`src/rtl/pipeline_pkg.sv`:
```
// pipeline: shared datapath width and writeback bundle for the pipeline stages
package pipeline;
  localparam int XLEN = 32;
  typedef logic [5:0] reg_addr_t;
  typedef struct packed {
    reg_addr_t rd_addr;
    logic [XLEN-1:0] data;
  } writeback_signals;
endpackage

```
`src/rtl/rf_scoreboard.sv`:
```
// rf_scoreboard: one busy bit per register, set on issue, cleared on writeback or flush
module rf_scoreboard #(
  parameter int NREGS = 32,
  parameter int NRD = 2,
  parameter int NWR = 1,
  localparam int AW = $clog2(NREGS)
) (
  input  logic clk,
  input  logic rst_n,
  input  logic issue_valid,
  input  logic [AW-1:0] issue_rd,
  input  logic [NWR-1:0] wb_en,
  input  logic [NWR-1:0][AW-1:0] wb_addr,
  input  logic flush,
  input  logic [NRD-1:0][AW-1:0] rd_addr,
  output logic [NRD-1:0] rd_busy
);
  logic [NREGS-1:0] busy, busy_nxt;
  // a new producer outranks a retiring one; flush outranks both
  always_comb begin
    busy_nxt = busy;
    for (int i = 0; i < NWR; i++)
      if (wb_en[i]) busy_nxt[wb_addr[i]] = 1'b0;
    if (issue_valid) busy_nxt[issue_rd] = 1'b1;
    if (flush) busy_nxt = '0;
    busy_nxt[0] = 1'b0;
  end
  always_ff @(posedge clk or negedge rst_n)
    if (!rst_n) busy <= '0;
    else busy <= busy_nxt;
  always_comb
    for (int k = 0; k < NRD; k++) rd_busy[k] = busy[rd_addr[k]];
endmodule

```
`src/rtl/rf_multiport.sv`:
```
// rf_multiport: multi-port register file with pending-write scoreboard
// Define RF_BYPASS_EN to forward same-cycle writeback data to the read ports.
module rf_multiport
  import pipeline::*;
#(
  parameter int NREGS = 32,
  parameter int NRD = 2,
  parameter int NWR = 1,
  localparam int AW = $clog2(NREGS)
) (
  input  logic clk,
  input  logic rst_n,
  input  logic [NRD-1:0][AW-1:0] rd_addr,
  output logic [NRD-1:0][XLEN-1:0] rd_data,
  output logic [NRD-1:0] rd_busy,
  input  writeback_signals [NWR-1:0] wb,
  input  logic issue_valid,
  input  logic [AW-1:0] issue_rd,
  input  logic flush
);
  logic [XLEN-1:0] regs [NREGS];
  logic [NWR-1:0] wb_en;
  logic [NWR-1:0][AW-1:0] wb_addr;
  logic [NRD-1:0] sb_busy, hit;
  always_comb
    for (int i = 0; i < NWR; i++) begin
      wb_en[i] = wb[i].rd_addr != '0;
      wb_addr[i] = wb[i].rd_addr[AW-1:0];
    end
  // later ports overwrite earlier ones, so the highest index wins
  always_ff @(posedge clk or negedge rst_n)
    if (!rst_n) for (int r = 0; r < NREGS; r++) regs[r] <= '0;
    else for (int i = 0; i < NWR; i++) if (wb_en[i]) regs[wb_addr[i]] <= wb[i].data;
  always_comb
    for (int k = 0; k < NRD; k++) begin
      rd_data[k] = rd_addr[k] == '0 ? '0 : regs[rd_addr[k]];
      hit[k] = 1'b0;
`ifdef RF_BYPASS_EN
      for (int i = 0; i < NWR; i++)
        if (wb_en[i] && wb_addr[i] == rd_addr[k]) begin
          rd_data[k] = wb[i].data;
          hit[k] = 1'b1;
        end
`endif
    end
  assign rd_busy = sb_busy & ~hit;
  rf_scoreboard #(.NREGS(NREGS), .NRD(NRD), .NWR(NWR)) u_sb (
    .clk(clk),
    .rst_n(rst_n),
    .issue_valid(issue_valid),
    .issue_rd(issue_rd),
    .wb_en(wb_en),
    .wb_addr(wb_addr),
    .flush(flush),
    .rd_addr(rd_addr),
    .rd_busy(sb_busy)
  );
endmodule

```
`config.mk`:
```
export PLATFORM = sky130hd
export DESIGN_NAME = rf_multiport
export DESIGN_NICKNAME = d
export VERILOG_FILES = /design/src/rtl/pipeline_pkg.sv /design/src/rtl/rf_scoreboard.sv /design/src/rtl/rf_multiport.sv
export SDC_FILE = /design/constraint.sdc
export NUM_CORES = 2
export LEC_CHECK = 0
export ABC_AREA = 1
export CAP_MARGIN = 25
export CORE_ASPECT_RATIO = 1.25
export CORE_UTILIZATION = 42
export CTS_CLUSTER_SIZE = 16
export DETAILED_ROUTE_END_ITERATION = 10
export HOLD_SLACK_MARGIN = 0.12
export PLACE_DENSITY = 0.68
export SLEW_MARGIN = 20
export SYNTH_ARGS = -nofsm -noshare
export SYNTH_HDL_FRONTEND = slang
export SYNTH_SLANG_ARGS = --single-unit
```
`constraint.sdc`:
```
create_clock -name clk -period 4.7 [get_ports clk]
set_clock_uncertainty 0.1 [all_clocks]
set_input_delay 0.94 -clock clk [delete_from_list [all_inputs] [get_ports clk]]
set_output_delay 0.94 -clock clk [all_outputs]
set_load 0.05 [all_outputs]
```
Yosys cells after proc, flatten, opt, wreduce, memory -nomap -nowiden:

Cells that the tools add are included.

* $lt $le $gt $ge: 10
* mux-type cells: 22
* bitwise logic cells: 6
* reduce and logical (&&, ||, !) cells: 6

Operators by type and width (count)
* 1024-bit bitwise mux: 1
* 32-bit binary-select mux with 5-bit select: 2
* 32-bit 2-to-1 mux: 10
* 32-bit demux with 5-bit select: 1
* 32-bit bitwise AND: 1
* 32-bit NOT: 1
* 32-bit OR: 1
* 5-bit by 6-bit less-than comparator with 1-bit output (second input constant): 4
* 6-bit greater-or-equal comparator (second input constant): 3
* 5-bit NOT with 6-bit output: 3
* 1-bit binary-select mux with 5-bit select: 2
* 1-bit demux with 5-bit select: 2
* 5-bit by 1-bit greater-or-equal comparator with 1-bit output (second input constant): 2
* 5-bit zero test: 2
* 6-bit by 1-bit less-than comparator with 1-bit output (second input constant): 1
* 6-bit nonzero test: 1
* 1-bit 2-to-1 mux: 4
* 1-bit logical AND: 3

* bits in registers: 1055
* input port bits: 57
* output and inout bits: 66
* logic and storage cells: 77

Logic depth before layout (Yosys ltp):

* depth in word-level cells: 10
* depth in mapped cells: 13
* gate-level depth less buffers: 9

By module:

From an unflattened synthesis, not the netlist that was laid out.

* cell total of the unflattened synthesis: 8666
* area total of the unflattened synthesis: 59069.2 um^2

Modules (own cells, without submodules)
* rf_multiport: instances 1, cells each 8348, area each 56923.3 um^2, sequential area each 25624.6 um^2
* rf_scoreboard: instances 1, cells each 318, area each 2145.8 um^2, sequential area each 775.7 um^2

Worst setup path after synthesis:

No wires, ideal clock.

* kind: input to output
* start point: input port rd_addr[0] (netlist bit)
* end point: output port rd_data[11] (netlist bit)
* arrival time: 2.607 ns
* data required time: 3.660 ns
* slack: 1.053 ns
* stages: 13
* path buffers: 4
* cell sequence: buf_4 -> inv_2 -> buf_6 -> buf_4 -> buf_2 -> nand2_1 -> nand3_1 -> nand3_1 -> nand2_1 -> nand2_1 -> nand2_1 -> nor2_1 -> nor2_1

RTL lines
* start: declaration: line rf_multiport.sv:13 `input logic [NRD-1:0][AW-1:0] rd_addr,`
* end: declaration: line rf_multiport.sv:14 `output logic [NRD-1:0][XLEN-1:0] rd_data,`

==> run_results.csv <==
group,metric,value,unit
outcome,status,"finished clean",
logic_synthesis,synth_edf_count,0,
clock_network,worstSkewPairLatency,0.74,ns
die,core_area,139000,um^2
finish,layout_common_cells,"3391 x nand2_1, 1396 x nand3_1, 1055 x dfrtp_1, 915 x o21ai_0, 542 x nor2_1",
setup_path,crit_required,3.66,ns
sta,finalSetupViolations,0,
sta,worst_slack,0.435,ns
global_routing,grt_pass1_wl,344,mm
global_routing,first_global_vias,57000,
route,wirelength,225,mm
logic_synthesis,ys_warn_count,0,
die,ios,123,
power_and_ir_drop,p_per_area,422,nW/um^2
finish,layout_commonest_cell,"nand2_1",
setup_path,endpoint_kind,"output pin",
run,cap_viol_max_count,0,
finish,fin_nets,8367,
worst_hold_path,hold_path_class,"reg -> reg",
sta,setup_tns,0,ns
power_and_ir_drop,peakVddDrop,296,uV
logic_synthesis,synth_seq_cells,1055,
power_and_ir_drop,finalPower,28.0,mW
global_routing,grt_overflow,0,
die,initial_core_util,42.4,%
power_and_ir_drop,p_leak,31.2,nW
global_routing,antenna_found_initial,4,
place,place_congestion,0.880,
route,drt-initial-drc-count,7953,
route,viasPerCell,5.90,
sta,final-hold-violation-count,0,
place,place_ws,0.493,ns
die,die_h,421,um
clock_network,cts_max_level,3,
sta,drv_slew,0,
global_routing,grt_max_degree,140,
clock_network,clock-root-buffer,"clkbuf_16",
sta,fin_hold_ws,0.382,ns
sta,max_clock_freq,0.234,GHz
logic_synthesis,async_reset_ff_share,100,%
sta,min_period,4.27,ns
route,dr.pass1.iters,7,
route,drc_errors,0,
sta,max_slew_margin,27.5,%
logic_synthesis,syn-num-nets,8706,
place,dp_hpwl,123,mm
setup_path,crit_fanout,52,
finish,drive_gt1_share,6.01,%
route,antenna_left,0,
route,wl_per_cell,22.0,um
clock_network,clockBufferDepth,3,
logic_synthesis,synth_cell_types,20,
logic_synthesis,synth_area_per_cell,6.82,um^2
logic_synthesis,synth_ff_type,"dfrtp_1",
logic_synthesis,syn_inst,8649,
setup_path,crit_type,"in -> out",
clock_network,cts_buffers,107,
sta,period_share,90.7,%
clock_network,post-cts-setup-buffer-count,0,
setup_path,start_kind,"input pin",
clock_network,tritoncts,"done",
sta,rsz0062_at_grt,"false",
finish,syn2layout_area_growth,12.4,%
die,row_count,153,
logic_synthesis,ys_seq_area_share,44.7,%
route,vias,60500,
place,portBuffers,122,
sta,worst_pin_slew,1.09,ns
setup_path,arrival,3.23,ns
global_routing,grtUsageTotal,31.3,%
die,die-area,142000,um^2
clock_network,clock_sinks,1055,
clock_network,cts.clk_slew.worst_paths,0.06,ns
die,die_w,337,um
logic_synthesis,synth_area,59000,um^2
==> sequential cells by signal (all words and copies together) (netlist names) <==
register	cells
regs	1024
u_sb.busy	31
==> path summary, 6_finish.rpt <==
kind / start / slack, ns / depth (start not counted) / to
hold reg to reg: regs[811] / 0.38 / 2 / regs[811]
max in group asynchronous: rst_n / 2.51 / 3 / regs[604]
min in group asynchronous: rst_n / 0.69 / 2 / regs[942]
hold / removal: regs[811] / 0.38 / 2 / regs[811]
setup / recovery: rd_addr[5] / 0.43 / 13 / rd_data[55]
setup reg to reg: regs[512] / 3.80 / 2 / regs[512]
==> metal layers <==
layer / track usage (%) / wire length [um]
met3: 6.18 / 25400
met4: 17.8 / 13200
met2: 48.4 / 99800
met5: 0 / 47
met1: 40.8 / 86900
==> Yosys cell counts, types with 3 or more instances <==
master    number  share of area (%)
nand2_1     3407                 22
nand3_1     1405                 12
dfrtp_1     1055                 45
o21ai_0      915                7.8
nor2_1       542                3.4
a21oi_1      410                3.5
clkbuf_1     344                2.2
buf_2        326                2.8
inv_1         89               0.57
buf_1         64               0.41
buf_4         34               0.43
nor3_1        17               0.14
o21ai_1       12               0.10
inv_2          9              0.057
nor2_4         8               0.15
o211ai_1       4              0.051
buf_6          3              0.057
==> cells by family after synthesis <==
logic type,synth area share (%)
buffers and inverters,6.49
AOI/OAI and AO/OA,11.4
DFF,44.7
and+or+nand+nor,37.4
==> layout make-up <==
class | instances | area [um^2]
clock buffer | 155 | 3110
tap | 1860 | 2330
antenna | 1 | 2.50
sequential | 1055 | 26400
clock inverter | 47 | 662
timing repair buffer | 323 | 4390
fill | 13700 | 72900
multi-input combinational | 6723 | 29000
inverter | 100 | 420
==> power by group <==
| part | leakage, nW | internal (mW) | switching, mW |
|---|---|---|---|
| combinational | 16.2 | 2.37 | 3.86 |
| clock | 1.84 | 5.33 | 3.96 |
| sequential | 13.1 | 11.0 | 1.51 |
==> through the flow <==
step	area (um^2)	cells	utilization (%)
global route	66300	10300	47.7
CTS	66200	10300	47.5
global placement	62400	10100	44.8
finish	66300	10300	47.7
detailed placement	62400	10100	44.8
floorplan	59000	8649	-
==> critical path: stages <==
cell	delay (ns)
buf_8	0.16
inv_8	0.37
buf_12	0.33
buf_4	0.27
nand2_1	0.07
nand3_1	0.07
nand3_1	0.08
nand2_1	0.07
nand2_1	0.05
nand2_1	0.07
nor2_1	0.04
nor2_1	0.41
buf_12	0.20
==> what timing repair did <==
action,4_1_cts,5_1_grt
hold endpoints to repair,30,0
hold buffers,1,0
setup endpoints to repair,0,0
resized for setup,0,0
No activity file was read; power rests on OpenSTA's default activity.
